## src/rtl/event_detector_multi.sv

```systemverilog
// event_detector_multi
// Multi-channel edge detector with per-channel sticky pending flags, an
// interrupt summary and a saturating aggregate event counter.
//
// Each channel compares its sampled level against last cycle's level and
// reports rising, falling or both edges according to a global mode. Events
// are suppressed for a short arming window after reset release, so levels
// that are already high when reset releases are not reported as edges.
//
// Optional feature macro: EVENT_DETECTOR_MULTI_SYNC_EN
//   Undefined : inputs are used directly; latency 1 edge; arming window 1 edge.
//   Defined   : two-flop synchronizer per channel; latency 3 edges; arming 3 edges.

module event_detector_multi #(
    parameter int N_CH  = 8,
    parameter int CNT_W = 8
) (
    input  logic             clk,
    input  logic             reset_n,
    input  logic [N_CH-1:0]  i_Data,
    input  logic [1:0]       i_Mode,
    input  logic [N_CH-1:0]  i_Mask,
    input  logic [N_CH-1:0]  i_Clear,
    input  logic             i_Cnt_Clr,
    output logic [N_CH-1:0]  o_Event,
    output logic [N_CH-1:0]  o_Pending,
    output logic             o_Irq,
    output logic [CNT_W-1:0] o_Count,
    output logic             o_Cnt_Sat
);

    // Popcount width holds 0..N_CH; the sum is wide enough that adding a full
    // popcount to an all-ones count can never wrap before the saturation test.
    localparam int PC_W  = $clog2(N_CH + 1);
    localparam int SUM_W = CNT_W + PC_W;
    localparam logic [CNT_W-1:0] CNT_MAX = {CNT_W{1'b1}};
    localparam logic [SUM_W-1:0] SUM_MAX = {{PC_W{1'b0}}, CNT_MAX};

    // Number of set bits in an event vector.
    function automatic logic [PC_W-1:0] popcount(input logic [N_CH-1:0] vec);
        logic [PC_W-1:0] acc;
        acc = {PC_W{1'b0}};
        for (int i = 0; i < N_CH; i++) begin
            acc = acc + PC_W'(vec[i]);
        end
        return acc;
    endfunction

    logic [N_CH-1:0]  data_s;
    logic [N_CH-1:0]  prev_r;
    logic [1:0]       arm_cnt_r;
    logic             armed_s;
    logic [N_CH-1:0]  rise_s;
    logic [N_CH-1:0]  fall_s;
    logic [N_CH-1:0]  raw_s;
    logic [N_CH-1:0]  ev_s;
    logic [N_CH-1:0]  pend_nxt_s;
    logic [PC_W-1:0]  pop_s;
    logic [SUM_W-1:0] base_s;
    logic [SUM_W-1:0] sum_s;
    logic [CNT_W-1:0] cnt_nxt_s;
    logic             sat_nxt_s;

`ifdef EVENT_DETECTOR_MULTI_SYNC_EN
    localparam logic [1:0] ARM_CNT = 2'd3;

    logic [N_CH-1:0] sync1_r;
    logic [N_CH-1:0] sync2_r;

    // Two-flop synchronizer bringing the asynchronous levels into clk.
    always_ff @(posedge clk or negedge reset_n) begin
        if (!reset_n) begin
            sync1_r <= {N_CH{1'b0}};
            sync2_r <= {N_CH{1'b0}};
        end else begin
            sync1_r <= i_Data;
            sync2_r <= sync1_r;
        end
    end

    assign data_s = sync2_r;
`else
    localparam logic [1:0] ARM_CNT = 2'd1;

    assign data_s = i_Data;
`endif

    // Arming counter: counts post-release edges up to ARM_CNT and then holds.
    always_ff @(posedge clk or negedge reset_n) begin
        if (!reset_n) begin
            arm_cnt_r <= 2'd0;
        end else if (arm_cnt_r != ARM_CNT) begin
            arm_cnt_r <= arm_cnt_r + 2'd1;
        end else begin
            arm_cnt_r <= arm_cnt_r;
        end
    end

    assign armed_s = (arm_cnt_r == ARM_CNT);

    // Edge detection, masking, pending update and saturating count arithmetic.
    always_comb begin
        rise_s = data_s & ~prev_r;
        fall_s = ~data_s & prev_r;
        case (i_Mode)
            2'b01:   raw_s = rise_s;
            2'b10:   raw_s = fall_s;
            2'b11:   raw_s = rise_s | fall_s;
            default: raw_s = {N_CH{1'b0}};
        endcase

        if (armed_s) begin
            ev_s = raw_s & ~i_Mask;
        end else begin
            ev_s = {N_CH{1'b0}};
        end

        // A new event wins over a simultaneous clear so it is never lost.
        pend_nxt_s = (o_Pending & ~i_Clear) | ev_s;

        pop_s = popcount(ev_s);
        if (i_Cnt_Clr) begin
            base_s = {SUM_W{1'b0}};
        end else begin
            base_s = {{PC_W{1'b0}}, o_Count};
        end
        sum_s = base_s + {{CNT_W{1'b0}}, pop_s};

        if (sum_s >= SUM_MAX) begin
            cnt_nxt_s = CNT_MAX;
            sat_nxt_s = 1'b1;
        end else begin
            cnt_nxt_s = sum_s[CNT_W-1:0];
            sat_nxt_s = i_Cnt_Clr ? 1'b0 : o_Cnt_Sat;
        end
    end

    // History, event pulses, pending flags, interrupt and counter registers.
    always_ff @(posedge clk or negedge reset_n) begin
        if (!reset_n) begin
            prev_r    <= {N_CH{1'b0}};
            o_Event   <= {N_CH{1'b0}};
            o_Pending <= {N_CH{1'b0}};
            o_Irq     <= 1'b0;
            o_Count   <= {CNT_W{1'b0}};
            o_Cnt_Sat <= 1'b0;
        end else begin
            prev_r    <= data_s;
            o_Event   <= ev_s;
            o_Pending <= pend_nxt_s;
            o_Irq     <= |pend_nxt_s;
            o_Count   <= cnt_nxt_s;
            o_Cnt_Sat <= sat_nxt_s;
        end
    end

endmodule
```

## config.mk

```make
export PLATFORM = sky130hd
export DESIGN_NAME = event_detector_multi
export DESIGN_NICKNAME = d
export VERILOG_FILES = /design/src/rtl/event_detector_multi.sv
export SDC_FILE = /design/constraint.sdc
export NUM_CORES = 1
export LEC_CHECK = 0
export BUFFER_PORTS_ARGS = -buffer_cell sky130_fd_sc_hd__buf_2
export CORE_MARGIN = 1
export CORE_UTILIZATION = 45
export CTS_BUF_LIST = sky130_fd_sc_hd__clkbuf_4
export CTS_CLUSTER_SIZE = 24
export DETAILED_ROUTE_END_ITERATION = 8
export PLACE_DENSITY_LB_ADDON = 0.3
export SLEW_MARGIN = 20
export SYNTH_ARGS = -nofsm -noshare
export SYNTH_HDL_FRONTEND = slang
export SYNTH_SLANG_ARGS = --single-unit
export TNS_END_PERCENT = 100
```

## constraint.sdc

```tcl
create_clock -name clk -period 6.6 [get_ports clk]
set_clock_uncertainty 0.15 [all_clocks]
set_input_delay 1.98 -clock clk [delete_from_list [all_inputs] [get_ports clk]]
set_output_delay 1.98 -clock clk [all_outputs]
set_load 0.05 [all_outputs]
```

==> impl_metrics.py, run 1 <==
metrics = {
    "worst_hold_path": {
        "count_of_cells_along_the_worst_hold_path": 1,
        "hold_path.startpoint": "arm_cnt_r[0]$_DFFE_PN0N_",
        "worstHoldPathType": "reg2reg",
        "hold_path_end": "arm_cnt_r[0]$_DFFE_PN0N_",
    },
    "floorplanning": {
        "dieHeight_um": 70.55,
        "start_util_pct": 47.58,
        "dieArea_um2": 4977,
        "rows": 24,
        "ios": 55,
        "die_w_um": 70.55,
        "core_area_um2": 4444,
    },
    "power": {
        "p_int_w": 0.0003874,
        "power.combinational.fraction_pct": 32.3,
        "pwr-share-seq_pct": 41.5,
        "power.static_leakage_nw": 1.420,
        "p_switching_w": 0.0002178,
        "swShare_pct": 35.99,
        "peakVddDrop_v": 0.0001663,
        "power.density_nw_per_um2": 238.5,
        "power.share.clock_pct": 26.2,
    },
    "synthesis": {
        "synth_cell_type_count": 39,
        "synth-async-reset-ratio_pct": 100.0,
        "postSynthRegisterBits": 36,
        "dominantRegCellSynth": "sky130_fd_sc_hd__dfrtp_1",
        "synth-simple-area-share_pct": 15.80,
        "synth.net_count": 260,
        "avgSynthCellArea_um2": 10.42,
        "synth_xor_xnor_area_share_pct": 1.657,
        "synth-edff-count": 0,
        "fraction_of_synthesized_area_in_multiplexers_pct": 0,
        "synth.yosys.warnings": 0,
        "synth_fa_ha_area_share_pct": 18.34,
        "yosysSeqAreaShare_pct": 42.60,
        "combinational_family_with_the_most_area_after_synthesis": "adder cells",
        "synthCells": 203,
        "combined_area_of_all_synthesized_cells_um2": 2115,
        "synth_area_in_compound_gates_pct": 14.50,
    },
    "route": {
        "antenna_nets_post_route": 0,
        "iter_0_drt_violations": 83,
        "vias_per_cell": 4.893,
        "final_routed_wire_length_divided_by_cell_count_um": 13.11,
        "num_vias": 1556,
        "detailedRoute.firstPassIterationCount": 6,
        "totalWireLength_mm": 4.170,
        "drcViolationCount": 14,
    },
    "layout": {
        "commonest_non_fill_non_tap_cells_in_the_layout": "54 x sky130_fd_sc_hd__buf_2, 36 x sky130_fd_sc_hd__dfrtp_1, 29 x sky130_fd_sc_hd__inv_1",
        "final_design_area_no_fill_um2": 2537,
        "multiInputGateArea_um2": 1064,
        "fin_nets": 322,
        "n_antenna_cell": 0,
        "filler_cell_count": 398,
        "area_delta_synth_final_pct": 20.00,
        "sequential_area_um2": 900.9,
        "layout_commonest_cell": "sky130_fd_sc_hd__buf_2",
        "final_layout_size_suffix_gt1_share_pct": 30.08,
    },
    "clock_network": {
        "post-cts-setup-buffer-count": 0,
        "clk_transition_reported_paths_ps": 110,
        "clkSinkCount": 36,
        "holdBufCountCts": 0,
        "cts.path.max_buffers": 2,
        "cts_tree": "done",
        "tritoncts.num_buffers": 5,
        "cts-htree-levels": 2,
        "cts_resized": 0,
        "root_buffer": "sky130_fd_sc_hd__clkbuf_4",
        "clk_latency_ps": 340,
    },
    "grt": {
        "globalRoute.totalOverflow": 0,
        "grt.total_usage_pct": 17.97,
        "grt_max_degree": 37,
        "first_global_vias": 1431,
        "initial_antenna_violation_count": 0,
        "wire_length_of_the_first_global_routing_pass_mm": 6.755,
    },
    "timing": {
        "finalWorstPathRequiredPeriod_ps": 6135,
        "period_share_pct": 92.95,
        "setup_viol": 0,
        "fmax_ghz": 0.1630,
        "slew_headroom_pct": 47.43,
        "hold_viol_final": 0,
        "final_max_slew_viol_count": 0,
        "max_slew.worst_pin.slew_ps": 788.6,
        "setup-tns-final_ps": 0,
        "rsz_0062_raised_after_global_routing": "false",
    },
    "worst_setup_path": {
        "cp.required_ps": 6690,
        "worst_r2r_startpoint": "arm_cnt_r[1]$_DFFE_PN0N_",
        "critPathCaptureType": "register",
        "crit_type": "in2reg",
        "rr_endpoint": "o_Cnt_Sat$_DFFE_PN0P_",
        "crit_arrival_ps": 6220,
        "register_to_register_path_setup_slack_ps": 1770,
        "rr_worst_depth": 15,
        "timing.critical_path.from_type": "primary input",
        "crit_fanout": 17,
    },
    "status": {
        "violations": "DRC",
        "status": "finished with violations",
    },
    "place": {
        "numPortBuffers": 54,
        "dpl-instance-area_um2": 2457,
        "place.detailed.hpwl_mm": 3.182,
        "finalWeightedCongestion": 0.8862,
    },
    "run": {
        "drv.max_cap_violation_count": 0,
    },
}
[logic make-up after synthesis]
family,Yosys count
compound gates,37
simple gates,61
flops,36
buf+inv,37
xor+xnor,4
fa+ha+maj,28
[layout make-up]
type / count / share of cell area, %
Multi-Input combinational cell: 130 / 41.91
Sequential cell: 36 / 35.50
Timing Repair Buffer: 58 / 11.83
Clock buffer: 6 / 1.775
Inverter: 34 / 5.030
Clock inverter: 2 / 1.381
Tap cell: 52 / 2.564
[synth_stat cells (3+ instances only)]
| cell type | n | area (µm²) |
|---|---|---|
| sky130_fd_sc_hd__a21o_1 | 3 | 22.52 |
| sky130_fd_sc_hd__fa_1 | 5 | 100.1 |
| sky130_fd_sc_hd__inv_1 | 29 | 108.9 |
| sky130_fd_sc_hd__inv_2 | 4 | 15.01 |
| sky130_fd_sc_hd__dfrtp_1 | 36 | 900.9 |
| sky130_fd_sc_hd__nand2_1 | 18 | 67.56 |
| sky130_fd_sc_hd__xnor2_1 | 3 | 26.28 |
| sky130_fd_sc_hd__o21ai_1 | 6 | 30.03 |
| sky130_fd_sc_hd__o21ai_0 | 6 | 30.03 |
| sky130_fd_sc_hd__or2_1 | 5 | 31.28 |
| sky130_fd_sc_hd__a211oi_2 | 3 | 37.54 |
| sky130_fd_sc_hd__nor2b_1 | 26 | 162.7 |
| sky130_fd_sc_hd__ha_1 | 23 | 287.8 |
| sky130_fd_sc_hd__or3_1 | 3 | 18.77 |
| sky130_fd_sc_hd__a2111oi_2 | 3 | 45.04 |
[critical path: stages]
cell,delay [ps]
sky130_fd_sc_hd__buf_2,240
sky130_fd_sc_hd__nor2b_1,310
sky130_fd_sc_hd__nand2_1,110
sky130_fd_sc_hd__a211oi_2,300
sky130_fd_sc_hd__fa_1,460
sky130_fd_sc_hd__inv_1,90
sky130_fd_sc_hd__fa_1,430
sky130_fd_sc_hd__fa_1,470
sky130_fd_sc_hd__fa_1,430
sky130_fd_sc_hd__fa_1,410
sky130_fd_sc_hd__nor2b_1,130
sky130_fd_sc_hd__o21ai_1,100
sky130_fd_sc_hd__a2111o_1,520
sky130_fd_sc_hd__a21boi_1,180
sky130_fd_sc_hd__o41ai_2,50
[state kept, by name, summed over array words and instances, names as in the netlist]
signal	count
arm_cnt_r	2
o_Irq	1
o_Pending	8
o_Count	8
o_Cnt_Sat	1
o_Event	8
prev_r	8
[stage by stage]
step | power, W | worst slack (ps) | utilization, % | std cells | hold WS (ps)
6_report | 0.0006052 | 465.2 | 57.09 | 318 | 330.3
5_1_grt | 0.0006352 | 254.1 | 57.09 | 318 | 353.0
2_1_floorplan | 0.0003947 | 457.2 | - | 203 | 294.0
3_3_place_gp | 0.0004490 | 267.0 | 55.29 | 310 | 315.6
3_5_place_dp | 0.0004495 | 171.6 | 55.29 | 310 | 314.6
4_1_cts | 0.0006097 | 488.3 | 57.09 | 318 | 334.1
[layer usage]
metal | GRT usage (%) | wire length [µm] | share of wire, % | vias to the layer above
met3 | 4.558 | 253 | 6.1 | 4
li1 | - | - | - | 795
met1 | 26.25 | 2024 | 49 | 703
met5 | 0 | 0 | 0 | -
met2 | 26.21 | 1830 | 44 | 54
met4 | 6.000 | 62 | 1.5 | 0
[power groups by stage]
stage | Sequential (W) | Clock, W | Combinational, W
2_1_floorplan | 0.000321 | 0 | 0.0000740
3_3_place_gp | 0.000255 | 0 | 0.000194
3_5_place_dp | 0.000256 | 0 | 0.000194
4_1_cts | 0.000251 | 0.000162 | 0.000196
5_1_grt | 0.000253 | 0.000172 | 0.000210
6_report | 0.000251 | 0.000159 | 0.000195
[worst max-delay path by stage]
stage / start / endpoint / slack [ps] / cells after the start
after floorplan: i_Data[1] / o_Cnt_Sat$_DFFE_PN0P_ / 460 / 16
final: i_Mode[0] / o_Cnt_Sat$_DFFE_PN0P_ / 470 / 15
after global placement: i_Mode[0] / o_Cnt_Sat$_DFFE_PN0P_ / 270 / 15
after detailed placement: i_Mode[0] / o_Cnt_Sat$_DFFE_PN0P_ / 170 / 15
after global routing: i_Mode[0] / o_Cnt_Sat$_DFFE_PN0P_ / 250 / 15
after CTS: i_Mode[0] / o_Cnt_Sat$_DFFE_PN0P_ / 490 / 15
No activity file was read; power rests on OpenSTA's default activity.
==> inputs of run 2 (changes only) <==
==> constraint.sdc (replaced) <==
create_clock -name clk -period 5.6 [get_ports clk]
set_clock_uncertainty 0.15 [all_clocks]
set_input_delay 1.68 -clock clk [delete_from_list [all_inputs] [get_ports clk]]
set_output_delay 1.68 -clock clk [all_outputs]
set_load 0.05 [all_outputs]
==> impl_metrics.py, run 2 (synthesized netlist as in run 1, its figures left out) <==
metrics = {
    "clock_network": {
        "cts_tree": "done",
        "root_buffer": "sky130_fd_sc_hd__clkbuf_4",
        "clkSinkCount": 36,
        "cts.path.max_buffers": 2,
        "holdBufCountCts": 0,
        "clk_transition_reported_paths_ps": 120,
        "tritoncts.num_buffers": 5,
        "clk_latency_ps": 350,
        "cts-htree-levels": 2,
    },
    "power": {
        "pwr-share-seq_pct": 40.0,
        "power.combinational.fraction_pct": 35.1,
        "peakVddDrop_v": 0.0001687,
        "power.density_nw_per_um2": 273.6,
        "power.static_leakage_nw": 1.485,
        "p_int_w": 0.0004730,
        "power.share.clock_pct": 24.9,
        "total_power_w": 0.0007407,
        "swShare_pct": 36.14,
        "p_switching_w": 0.0002677,
    },
    "grt": {
        "grt_max_degree": 37,
        "wire_length_of_the_first_global_routing_pass_mm": 7.403,
        "grt.total_usage_pct": 19.24,
        "first_global_vias": 1739,
        "initial_antenna_violation_count": 0,
        "globalRoute.totalOverflow": 0,
    },
    "floorplanning": {
        "rows": 24,
        "dieArea_um2": 4977,
        "start_util_pct": 47.58,
        "ios": 55,
        "core_area_um2": 4444,
        "die_w_um": 70.55,
        "dieHeight_um": 70.55,
    },
    "worst_setup_path": {
        "crit_fanout": 5,
        "crit_type": "in2reg",
        "critPathCaptureType": "register",
        "cp.required_ps": 5700,
        "crit_arrival_ps": 5560,
        "timing.critical_path.from_type": "primary input",
    },
    "place": {
        "numPortBuffers": 54,
        "place.detailed.hpwl_mm": 3.373,
        "dpl-instance-area_um2": 2613,
        "finalWeightedCongestion": 0.8173,
        "preCtsSetupSlack_ps": -254.6,
    },
    "route": {
        "routed.top_layer": "met4",
        "num_vias": 1666,
        "totalWireLength_mm": 4.211,
        "drcViolationCount": 12,
        "met1_length_mm": 1.901,
        "route.met2.wl_mm": 2.052,
        "iter_0_drt_violations": 46,
        "detailedRoute.firstPassIterationCount": 6,
        "met3WireLength_um": 187,
        "antenna_nets_post_route": 0,
        "vias_per_cell": 4.988,
        "final_routed_wire_length_divided_by_cell_count_um": 12.61,
    },
    "run": {
        "drv.max_cap_violation_count": 0,
    },
    "layout": {
        "area_delta_synth_final_pct": 28.05,
        "final_design_area_no_fill_um2": 2708,
        "fin_nets": 338,
        "filler_cell_count": 389,
        "layout_commonest_cell": "sky130_fd_sc_hd__buf_2",
        "commonest_non_fill_non_tap_cells_in_the_layout": "54 x sky130_fd_sc_hd__buf_2, 36 x sky130_fd_sc_hd__dfrtp_1, 26 x sky130_fd_sc_hd__nor2b_1",
        "n_antenna_cell": 0,
        "final_layout_size_suffix_gt1_share_pct": 37.23,
    },
    "timing": {
        "slew_headroom_pct": 46.30,
        "rsz_0062_raised_after_global_routing": "true",
        "max_slew.worst_pin.slew_ps": 805.5,
        "hold_viol_final": 0,
        "fmax_ghz": 0.1830,
        "final_max_slew_viol_count": 0,
        "setup_viol": 0,
        "timing.hold.ws_ps": 333.1,
        "period_share_pct": 97.58,
        "timing.final.ws_setup_ps": 135.3,
        "setup-tns-final_ps": 0,
        "finalWorstPathRequiredPeriod_ps": 5465,
    },
    "worst_hold_path": {
        "worstHoldPathType": "reg2reg",
    },
    "status": {
        "violations": "DRC",
        "status": "finished with violations",
    },
}
run 2: changes by cell type in the layout (fill, tap and decap cells not counted), moves of 2 or more:
cell                    delta
sky130_fd_sc_hd__fa_2      +2
sky130_fd_sc_hd__inv_1     -4
sky130_fd_sc_hd__buf_4    +16
sky130_fd_sc_hd__ha_1      -3
sky130_fd_sc_hd__fa_1      -2
sky130_fd_sc_hd__inv_4     +3
sky130_fd_sc_hd__ha_4      +3
run 2: power by group through the flow:
stage,logic [W],clock network (W),registers [W]
after CTS,0.000258,0.000190,0.000296
after detailed placement,0.000257,0,0.000302
after global placement,0.000249,0,0.000301
after floorplan,0.0000908,0,0.000378
after global routing,0.000282,0.000202,0.000299
final,0.000260,0.000185,0.000296
run 2: per-stage QoR:
step | utilization [%] | std cells
after detailed placement | 58.78 | 324
after global routing | 60.92 | 334
after floorplan | - | 203
after CTS | 60.59 | 332
final | 60.92 | 334
after global placement | 58.78 | 324
run 2: what timing repair did:
item / 4_1_cts / 5_1_grt
resized for setup: 0 / 1
endpoints found under the setup margin: 0 / 8
buffers inserted: 0 / 2
run 2: cell type report:
type                       count  area, µm²  share of cell area [%]
tap                           52      65.06                   2.403
clock inverter                 3      42.54                   1.571
sequential                    36      900.9                   33.27
multi-input combinational    130       1106                   40.85
clock buffer                   5      37.54                   1.386
timing repair buffer          74      420.4                   15.53
inverter                      34      135.1                   4.991
run 2: routing by layer:
layer  vias to the layer above  track usage [%]
li1                        827                -
met1                       790            22.96
met2                        42            34.20
met3                         7            4.843
met4                         0            6.222
met5                         -                0
run 2: worst max-delay path: stages:
cell and delay (ps):
sky130_fd_sc_hd__buf_2 110, sky130_fd_sc_hd__inv_4 40, sky130_fd_sc_hd__ha_4 220, sky130_fd_sc_hd__nor2b_1 100
sky130_fd_sc_hd__o21ai_1 90, sky130_fd_sc_hd__a211oi_2 280, sky130_fd_sc_hd__fa_1 480, sky130_fd_sc_hd__inv_2 70
sky130_fd_sc_hd__fa_1 430, sky130_fd_sc_hd__fa_1 480, sky130_fd_sc_hd__fa_2 380, sky130_fd_sc_hd__fa_2 350
sky130_fd_sc_hd__nor2b_1 110, sky130_fd_sc_hd__o21ai_1 80, sky130_fd_sc_hd__a2111o_1 440, sky130_fd_sc_hd__a21boi_1 170
sky130_fd_sc_hd__o41ai_2 50
run 2: worst paths after layout:
path                                          start                        to  slack (ps)  cells after the start
max                                       i_Data[0]     o_Cnt_Sat$_DFFE_PN0P_         140                     17
min                        arm_cnt_r[0]$_DFFE_PN0N_  arm_cnt_r[0]$_DFFE_PN0N_         330                      1
max reg2reg                arm_cnt_r[1]$_DFFE_PN0N_     o_Cnt_Sat$_DFFE_PN0P_        1000                     15
min reg2reg                arm_cnt_r[0]$_DFFE_PN0N_  arm_cnt_r[0]$_DFFE_PN0N_         330                      1
max in group asynchronous                   reset_n      o_Count[2]$_DFF_PN0_        3540                      1
min in group asynchronous                   reset_n       prev_r[0]$_DFF_PN0_        1260                      1
